<file path="config.mk">
export PLATFORM = sky130hd
export DESIGN_NAME = text_row_buffer_flat
export DESIGN_NICKNAME = d
export VERILOG_FILES = /design/src/rtl/text_row_buffer_pkg.sv /design/src/rtl/text_row_buffer_if.sv /design/src/rtl/text_row_buffer_rise_detect.sv /design/src/rtl/text_row_buffer.sv /design/src/flat_wrapper.sv
export SDC_FILE = /design/constraint.sdc
export NUM_CORES = 1
export LEC_CHECK = 0
export CORE_ASPECT_RATIO = 0.75
export CORE_UTILIZATION = 55
export DETAILED_ROUTE_END_ITERATION = 8
export PLACE_DENSITY = 0.73
export SLEW_MARGIN = 25
export SYNTH_ARGS = -nofsm -noshare
export SYNTH_HDL_FRONTEND = slang
export SYNTH_SLANG_ARGS = --single-unit
</file>
<file path="constraint.sdc">
create_clock -name clk -period 2.6 [get_ports clk]
set_clock_uncertainty 0.05 [all_clocks]
set_input_delay 0.78 -clock clk [delete_from_list [all_inputs] [get_ports clk]]
set_output_delay 0.78 -clock clk [all_outputs]
set_load 0.02 [all_outputs]
</file>
<file path="src/rtl/text_row_buffer_pkg.sv">
// Shared constants and byte decoding for the UART text display path.
package text_pkg;

  localparam logic [7:0] ASCII_BS    = 8'h08;
  localparam logic [7:0] ASCII_DEL   = 8'h7F;
  localparam logic [7:0] ASCII_CR    = 8'h0D;
  localparam logic [7:0] ASCII_LF    = 8'h0A;
  localparam logic [7:0] ASCII_SPACE = 8'h20;

  localparam logic [7:0] PRINT_MIN = 8'h20;
  localparam logic [7:0] PRINT_MAX = 8'h7E;

  localparam int unsigned MODE_WRAP   = 0;
  localparam int unsigned MODE_SCROLL = 1;

  typedef enum logic [2:0] {
    CMD_NONE,
    CMD_PRINT,
    CMD_BACK,
    CMD_HOME,
    CMD_WIPE
  } cmd_e;

  // Classify a received byte into the edit it requests.
  function automatic cmd_e decodeByte(input logic [7:0] b);
    if (b >= PRINT_MIN && b <= PRINT_MAX) return CMD_PRINT;
    if (b == ASCII_BS || b == ASCII_DEL)  return CMD_BACK;
    if (b == ASCII_CR)                    return CMD_HOME;
    if (b == ASCII_LF)                    return CMD_WIPE;
    return CMD_NONE;
  endfunction

endpackage

</file>
<file path="src/rtl/text_row_buffer_if.sv">
// Byte input, clear and read-port bundle between UART receiver / renderer and the row buffer.
interface text_row_buffer_if #(
  parameter int unsigned IDX_W = 4
);
  logic             byte_ready;
  logic [7:0]       data;
  logic             clear;
  logic [IDX_W-1:0] output_char_index;
  logic [7:0]       out_byte;
  logic [IDX_W:0]   cursor;
  logic             full;
  logic             changed;

  modport master (
    output byte_ready, data, clear, output_char_index,
    input  out_byte, cursor, full, changed
  );

  modport slave (
    input  byte_ready, data, clear, output_char_index,
    output out_byte, cursor, full, changed
  );
endinterface

</file>
<file path="src/rtl/text_row_buffer_rise_detect.sv">
// Rising-edge detector for a level-type ready flag; reset level chosen by the user.
module rise_detect #(
  parameter bit RESET_LEVEL = 1'b1
) (
  input  logic clk,
  input  logic rst_n,
  input  logic level,
  output logic rise_c
);

  logic levelQ;

  // Remember last sampled level; resetting high suppresses a level already high at release.
  always_ff @(posedge clk or negedge rst_n) begin
    if (!rst_n) levelQ <= RESET_LEVEL;
    else        levelQ <= level;
  end

  assign rise_c = level & ~levelQ;

endmodule

</file>
<file path="src/rtl/text_row_buffer.sv">
// Single character row edited by UART bytes, with registered indexed read-back.
module text_row_buffer
  import text_pkg::*;
#(
  parameter int unsigned CHARS  = 16,
  parameter int unsigned IDX_W  = $clog2(CHARS),
  parameter int unsigned SCROLL = MODE_WRAP
) (
  input logic          clk,
  input logic          rst_n,
  text_row_buffer_if.slave bus
);

  localparam int unsigned     CUR_W    = IDX_W + 1;
  localparam logic [CUR_W-1:0] CUR_LAST = CUR_W'(CHARS - 1);
  localparam logic [CUR_W-1:0] CUR_END  = CUR_W'(CHARS);

  logic             accept;
  cmd_e             cmd;
  logic [7:0]       rowQ [CHARS];
  logic [7:0]       rowD [CHARS];
  logic [CUR_W-1:0] curQ, curD;
  logic             fullQ, fullD;
  logic             changedQ, changedD;
  logic [7:0]       outByteQ, outByteD;

  rise_detect #(.RESET_LEVEL(1'b1)) uRise (
    .clk    (clk),
    .rst_n  (rst_n),
    .level  (bus.byte_ready),
    .rise_c (accept)
  );

  assign cmd = decodeByte(bus.data);

  // Next row/cursor from clear or the accepted byte; clear wins and discards the byte.
  always_comb begin
    rowD     = rowQ;
    curD     = curQ;
    changedD = 1'b0;
    if (bus.clear) begin
      for (int i = 0; i < int'(CHARS); i++) rowD[i] = ASCII_SPACE;
      curD     = '0;
      changedD = 1'b1;
    end else if (accept) begin
      case (cmd)
        CMD_PRINT: begin
          changedD = 1'b1;
          if (SCROLL == MODE_SCROLL && curQ == CUR_END) begin
            for (int i = 0; i < int'(CHARS) - 1; i++) rowD[i] = rowQ[i+1];
            rowD[CHARS-1] = bus.data;
          end else begin
            rowD[curQ[IDX_W-1:0]] = bus.data;
            curD = (SCROLL == MODE_WRAP && curQ == CUR_LAST) ? '0 : curQ + CUR_W'(1);
          end
        end
        CMD_BACK: begin
          if (curQ != '0) begin
            curD                  = curQ - CUR_W'(1);
            rowD[curD[IDX_W-1:0]] = ASCII_SPACE;
            changedD              = 1'b1;
          end
        end
        CMD_HOME: begin
          curD     = '0;
          changedD = 1'b1;
        end
        CMD_WIPE: begin
          for (int i = 0; i < int'(CHARS); i++) rowD[i] = ASCII_SPACE;
          curD     = '0;
          changedD = 1'b1;
        end
        default: ;
      endcase
    end
    fullD    = (SCROLL == MODE_SCROLL) && (curD == CUR_END);
    outByteD = (32'(bus.output_char_index) < CHARS) ? rowQ[bus.output_char_index] : ASCII_SPACE;
  end

  // Row, cursor, status and read-port registers.
  always_ff @(posedge clk or negedge rst_n) begin
    if (!rst_n) begin
      for (int i = 0; i < int'(CHARS); i++) rowQ[i] <= ASCII_SPACE;
      curQ     <= '0;
      fullQ    <= 1'b0;
      changedQ <= 1'b0;
      outByteQ <= ASCII_SPACE;
    end else begin
      rowQ     <= rowD;
      curQ     <= curD;
      fullQ    <= fullD;
      changedQ <= changedD;
      outByteQ <= outByteD;
    end
  end

  assign bus.out_byte = outByteQ;
  assign bus.cursor   = curQ;
  assign bus.full     = fullQ;
  assign bus.changed  = changedQ;

endmodule
</file>
<file path="src/flat_wrapper.sv">
// flat-port wrapper written by rule: the top's interface ports become plain ports
module text_row_buffer_flat import text_pkg::*;
#(
  parameter int unsigned CHARS  = 16,
  parameter int unsigned IDX_W  = $clog2(CHARS),
  parameter int unsigned SCROLL = MODE_WRAP
)
  (clk, rst_n, bus_byte_ready, bus_data, bus_clear, bus_output_char_index, bus_out_byte, bus_cursor, bus_full, bus_changed);
  text_row_buffer_if #(.IDX_W(IDX_W)) bus_i ();
  input logic clk;
  input logic rst_n;
  input wire logic [$bits(bus_i.byte_ready)-1:0] bus_byte_ready;
  input wire logic [$bits(bus_i.data)-1:0] bus_data;
  input wire logic [$bits(bus_i.clear)-1:0] bus_clear;
  input wire logic [$bits(bus_i.output_char_index)-1:0] bus_output_char_index;
  output wire logic [$bits(bus_i.out_byte)-1:0] bus_out_byte;
  output wire logic [$bits(bus_i.cursor)-1:0] bus_cursor;
  output wire logic [$bits(bus_i.full)-1:0] bus_full;
  output wire logic [$bits(bus_i.changed)-1:0] bus_changed;
  assign bus_i.byte_ready = bus_byte_ready;
  assign bus_i.data = bus_data;
  assign bus_i.clear = bus_clear;
  assign bus_i.output_char_index = bus_output_char_index;
  assign bus_out_byte = bus_i.out_byte;
  assign bus_cursor = bus_i.cursor;
  assign bus_full = bus_i.full;
  assign bus_changed = bus_i.changed;
  text_row_buffer #(.CHARS(CHARS), .IDX_W(IDX_W), .SCROLL(SCROLL)) u_core (.clk(clk), .rst_n(rst_n), .bus(bus_i));
endmodule
</file>
# Yosys cells after proc, flatten, opt, wreduce, memory -nomap -nowiden
# Cells that the tools add are included.
# totals
register_bits	143
inputBits	16
output_inout_bits	15
word_cells	98
# op_classes
add_sub_neg	2
n_lt_le_gt_ge	7
n_eq_ne	10
muxes	39
n_bitwise	8
n_reduce_logical	12
# op_table
op	n
$mux 128	3
$pmux 128 s3	1
$bwmux 128	1
$and 112x112->112	1
$not 112->112	1
$demux 8 s4	2
$bmux 8 s4	1
$mux 8	4
$eq 8x4->1 const B	3
$mux 3	8
$mux 5	4
$or 16x16->16	1
$ge 5x5->1 const B	3
$not 4->5	3
$pmux 5 s3	1
$mux 1	13
$lt 5x1->1 const B	2
$eq 8x7->1 const B	1
$ge 8x6->1 const B	1
$le 8x7->1 const B	1
$reduce_bool 4->1	2
$eq 3x2->1 const B	2
$reduce_and 3->1	2
$add 5x1->5 const B	1
other kinds (14)	16

# Longest topological paths before layout
# depth
depth_word	18
mapped_depth	10
mapped_depth_nobuf	7

# Modules after synthesis
# From an unflattened synthesis, not the netlist that was laid out.
# hier_totals
cells_unflattened	663
hier_area_um2	7636.1
# modules_own_cells
module	instances	cells_each	area_per_inst_um2	seq_area_each_um2
text_row_buffer	1	661	7596.0	3574.7
rise_detect	1	2	40.0	26.3

# Worst setup path before layout
# Ideal clock, no wire load.
# synth_timing
path_kind	input to register
startpoint	input bus_output_char_index[0]
endpoint	register u_core.outByteQ[0] (netlist: u_core.bus.out_byte[0])
setup_ns	0.138
arrival_ns	2.537
required_time_ns	2.412
setup_slack_ns	-0.126
stages	4
path_buffers	2
path_cell_list	clkbuf_1 -> buf_1 -> mux4_2 -> mux4_2
# synth_between
elab_chain_len	4
# synth_lines
item	line_no	rtl
start, declared	flat_wrapper.sv:15	input wire logic [$bits(bus_i.output_char_index)-1:0] bus_output_char_index;
$not 4->5 (not written as such)	text_row_buffer.sv:77	outByteD = (32'(bus.output_char_index) < CHARS) ? rowQ[bus.output_char_index] : ASCII_SPACE;
$bmux 8 s4	text_row_buffer.sv:77	
$mux 8 (not written as such) (2 in a row)	text_row_buffer.sv:77	
via u_core.outByteD[0]	text_row_buffer.sv:25	logic [7:0] outByteQ, outByteD;
end signal, assigned	text_row_buffer.sv:93	outByteQ <= outByteD;
end, declared	text_row_buffer.sv:25	
# The timed path passes the listed nets, and every way through them passes these cells. The select of a mux whose other input is x is not followed.
# A chain may end at the register's enable or synchronous reset.

# Worst setup path in the final report
# layout_timing
startpoint	input bus_data[1]
endpoint	register u_core.rowQ[2] in the netlist's numbering
# layout_between
elab_chain_len	13
word_cells_on_any_way	34
cone_classes	2 x order compare; 8 x eq/ne; 20 x mux; 4 x reduce/logical
# layout_lines
item	line_no	rtl
start, declared	flat_wrapper.sv:13	input wire logic [$bits(bus_i.data)-1:0] bus_data;
$eq 8x4->1 (tied with other cells)	text_row_buffer_pkg.sv:29	if (b == ASCII_LF) return CMD_WIPE;
$mux 1 / $logic_or 1x1->1 (equally long branches)	text_row_buffer_pkg.sv:29, text_row_buffer_pkg.sv:27	
$mux 1 / $mux 3 (equally long branches)	text_row_buffer_pkg.sv:29, text_row_buffer_pkg.sv:27	
$mux 1 / $mux 3 (equally long branches)	text_row_buffer_pkg.sv:28	if (b == ASCII_CR) return CMD_HOME;
$mux 1 / $mux 3 (equally long branches)	text_row_buffer_pkg.sv:27, text_row_buffer_pkg.sv:29	
$mux 3	text_row_buffer_pkg.sv:30	return CMD_NONE;
$mux 3	text_row_buffer_pkg.sv:29	
$mux 3	text_row_buffer_pkg.sv:28	
$mux 3 *	text_row_buffer_pkg.sv:27	if (b == ASCII_BS || b == ASCII_DEL) return CMD_BACK;
$eq 3x3->1 (tied with other cells)	text_row_buffer.sv:46	case (cmd)
$pmux 128 s3	text_row_buffer.sv:46	
$mux 128	text_row_buffer.sv:45	end else if (accept) begin
$mux 128	text_row_buffer.sv:41	if (bus.clear) begin
end signal, assigned	text_row_buffer.sv:89	rowQ <= rowD;
end, declared	text_row_buffer.sv:20	logic [7:0] rowQ [CHARS];
# Mark *: on every way between the ends. The rest lies on a longest branch, timed or not. The select of a mux whose other input is x is not followed.

==> impl_metrics.env <==
export IMPL_status="completed"
export IMPL_irDropWorstVdd_uv=734
export IMPL_tightest_slew_ps=739
export IMPL_worstPathMaxFanout=12
export IMPL_cts_tree="yes"
export IMPL_final_util=0.729
export IMPL_synth_edf_count=0
export IMPL_htree_levels=4
export IMPL_wl_per_cell_um=26.9
export IMPL_core_sq_um=13700
export IMPL_drc=0
export IMPL_syn_avg_cell_area_sq_um=11.3
export IMPL_clockBufferDepth=2
export IMPL_nFillCells=971
export IMPL_clockRootBuffer="clkbuf_16"
export IMPL_switching_share=0.283
export IMPL_grt_ovfl_total=0
export IMPL_start_util=0.566
export IMPL_finalPower_mw=5.56
export IMPL_numPortBuffers=29
export IMPL_pwr_share_clk=0.433
export IMPL_ys_flop_type="dfrtp_1"
export IMPL_seq_area_frac_synth=0.463
export IMPL_num_antenna_cells=0
export IMPL_place_gp_congestion=1.01
export IMPL_grt_max_degree=52
export IMPL_ys_warn_count=0
export IMPL_syn_nets=713
export IMPL_synth_seq_cells=143
export IMPL_fin_crit_sh=0.996
export IMPL_vias=7309
export IMPL_grt_util_all_layers=0.395
export IMPL_preCtsSetupSlack_ps=-621
export IMPL_ios=31
export IMPL_drv_cap=0
export IMPL_start_kind="input port"
export IMPL_powerDensity_nw_per_um2=555
export IMPL_die_area_sq_um=14600
export IMPL_syn2layout_area_growth_pct=28.7
export IMPL_period_needed_ps=2590
export IMPL_die_width_um=139
export IMPL_initialDrtViolationCount=1098
export IMPL_cp_end_kind="register"
export IMPL_max_freq_mhz=386
export IMPL_grt_pass1_wl_um=42600
export IMPL_antenna_found_initial=0
export IMPL_layout_nets=855
export IMPL_hold_viol=0
export IMPL_regArea_sq_um=3600
export IMPL_clkSinkCount=143
export IMPL_p_int_mw=3.99
export IMPL_drt_pass1_iter_count=8
export IMPL_p_leak_nw=4.30
export IMPL_crit_type="in -> reg"
export IMPL_p_comb_frac=0.146
export IMPL_vias_per_cell=7.16
export IMPL_hpwlAfterDp_um=19900
export IMPL_synth_distinct_cells=70
export IMPL_clk_insertion_delay_late_ps=440
export IMPL_drv_slew=0
export IMPL_setup_viol=0
export IMPL_ctsHoldBuffers=0
export IMPL_worst_endpoint_required_ps=2900
export IMPL_antenna_left=0
export IMPL_drive_above_1_share=0.342
export IMPL_hold_class="in -> async"
export IMPL_routed_wl_um=27400
export IMPL_numCtsBuffers=17
export IMPL_synth_area_sq_um=7780
export IMPL_clk_pin_slew_worst_paths_ps=70
export IMPL_netlist_instances=691
export IMPL_switchingPower_mw=1.57
export IMPL_seqPwrFrac=0.421
export IMPL_maxSlewHeadroom=0.506
export IMPL_worstPathArrival_ps=2890
export IMPL_multiInputGateArea_sq_um=4030
export IMPL_die_h_um=105
export IMPL_finalWorstSetupSlack_ps=10.6
export IMPL_rows=37
export IMPL_timing_hold_ws_ps=240
export IMPL_synthArstFlopShare=1.00
export IMPL_grt_pass1_vias=7238
per-layer routing:
layer  GRT usage  share of wire  vias up
li1            -              -     3023
met1       0.560           0.41     3682
met2       0.569           0.43      536
met3       0.134           0.13       68
met4       0.129          0.026        0
met5           0              0        -
critical path, stage by stage:
cell             delay [ps]
clkdlybuf4s50_1         460
or4_4                   590
o22ai_2                 170
nand2b_1                 90
buf_6                   180
o211ai_1                270
buf_4                   210
o2bb2ai_1               130
final cells by class:
type	instances	area share
timing repair buffer	177	0.153
sequential	143	0.360
inverter	13	0.00487
clock buffer	17	0.0425
multi-input combinational	481	0.403
clock inverter	15	0.0151
tap	175	0.0219
registers in the layout, summed over array words and instances, names as in the netlist:
signal	count
u_core.rowQ	128
u_core.bus.out_byte	8
u_core.bus.cursor	5
u_core.bus.changed	1
u_core.uRise.levelQ	1
layout by cell type, fill, tap and decap left out, drive strengths merged, types with 18 or more instances in the layout:
cell type / netlist / routed
nand3: 25 / 25
nand2: 34 / 34
mux4: 40 / 40
a21oi: 44 / 44
dfstp: 18 / 18
clkdlybuf4s50: 0 / 21
nor2: 39 / 39
o2bb2ai: 45 / 45
o21ai: 23 / 23
and2: 19 / 19
clkbuf: 36 / 18
buf: 18 / 149
inv: 13 / 20
dfrtp: 125 / 125
a22o: 36 / 36
what timing repair did:
action / 4_1_cts / 5_1_grt
buffers inserted: 1 / 5
gates resized for setup: 18 / 25
endpoints found under the setup margin: 98 / 130
hold endpoints to repair: 0 / 0
pin swaps: 1 / 6
stage by stage:
stage	cells	area [sq um]	TNS, ps
2_1_floorplan	691	7790	0
3_3_place_gp	983	9230	-55560
3_5_place_dp	983	9230	-65880
4_1_cts	1016	9870	-64.9
5_1_grt	1021	10000	-28.0
6_report	1021	10000	0
power by group through the flow:
stage | Combinational, mW | Clock [mW] | Sequential, mW
2_1_floorplan | 0.361 | 0 | 2.38
3_3_place_gp | 0.737 | 0 | 2.38
3_5_place_dp | 0.753 | 0 | 2.38
4_1_cts | 0.766 | 2.42 | 2.34
5_1_grt | 0.853 | 2.51 | 2.34
6_report | 0.812 | 2.41 | 2.34
path summary, 6_finish.rpt:
kind                                 startpoint                      to  slack [ps]  depth (start not counted)
max                                 bus_data[1]          u_core.rowQ[2]          10                          8
min                                       rst_n         u_core.rowQ[96]         240                          1
max reg2reg                u_core.bus.cursor[1]        u_core.rowQ[109]         240                          8
min reg2reg                     u_core.rowQ[69]         u_core.rowQ[69]         420                          2
max in group asynchronous                 rst_n  u_core.bus.out_byte[2]        1490                          2
min in group clk                u_core.rowQ[69]         u_core.rowQ[69]         420                          2
cells by family (layout without fill, tap and decap cells):
group,Yosys count,count (layout),synth area share
compound gates,255,255,0.253
simple gates,179,179,0.122
flops,143,143,0.463
buf+inv,67,222,0.0371
mux,40,40,0.116
fa+ha+maj,6,6,0.00964
other cells,1,1,0.000482
cell usage after synthesis, drive strengths merged, types with 7 or more instances:
master,number,share of area
mux4,40,0.12
nor3,9,0.0058
a32o,12,0.015
o21ai,23,0.015
a31oi,16,0.013
clkbuf,36,0.017
o2bb2ai,45,0.051
o211ai,14,0.018
dfstp,18,0.061
buf,18,0.014
o32ai,9,0.010
nand2,34,0.016
nand2b,10,0.0080
nor2b,8,0.0064
and2,19,0.015
inv,13,0.0063
a21oi,44,0.028
nand3,25,0.016
o22ai,7,0.0064
nor2,39,0.019
and3,7,0.0063
a22o,36,0.041
dfrtp,125,0.40
(Power assumes the default switching activity.)
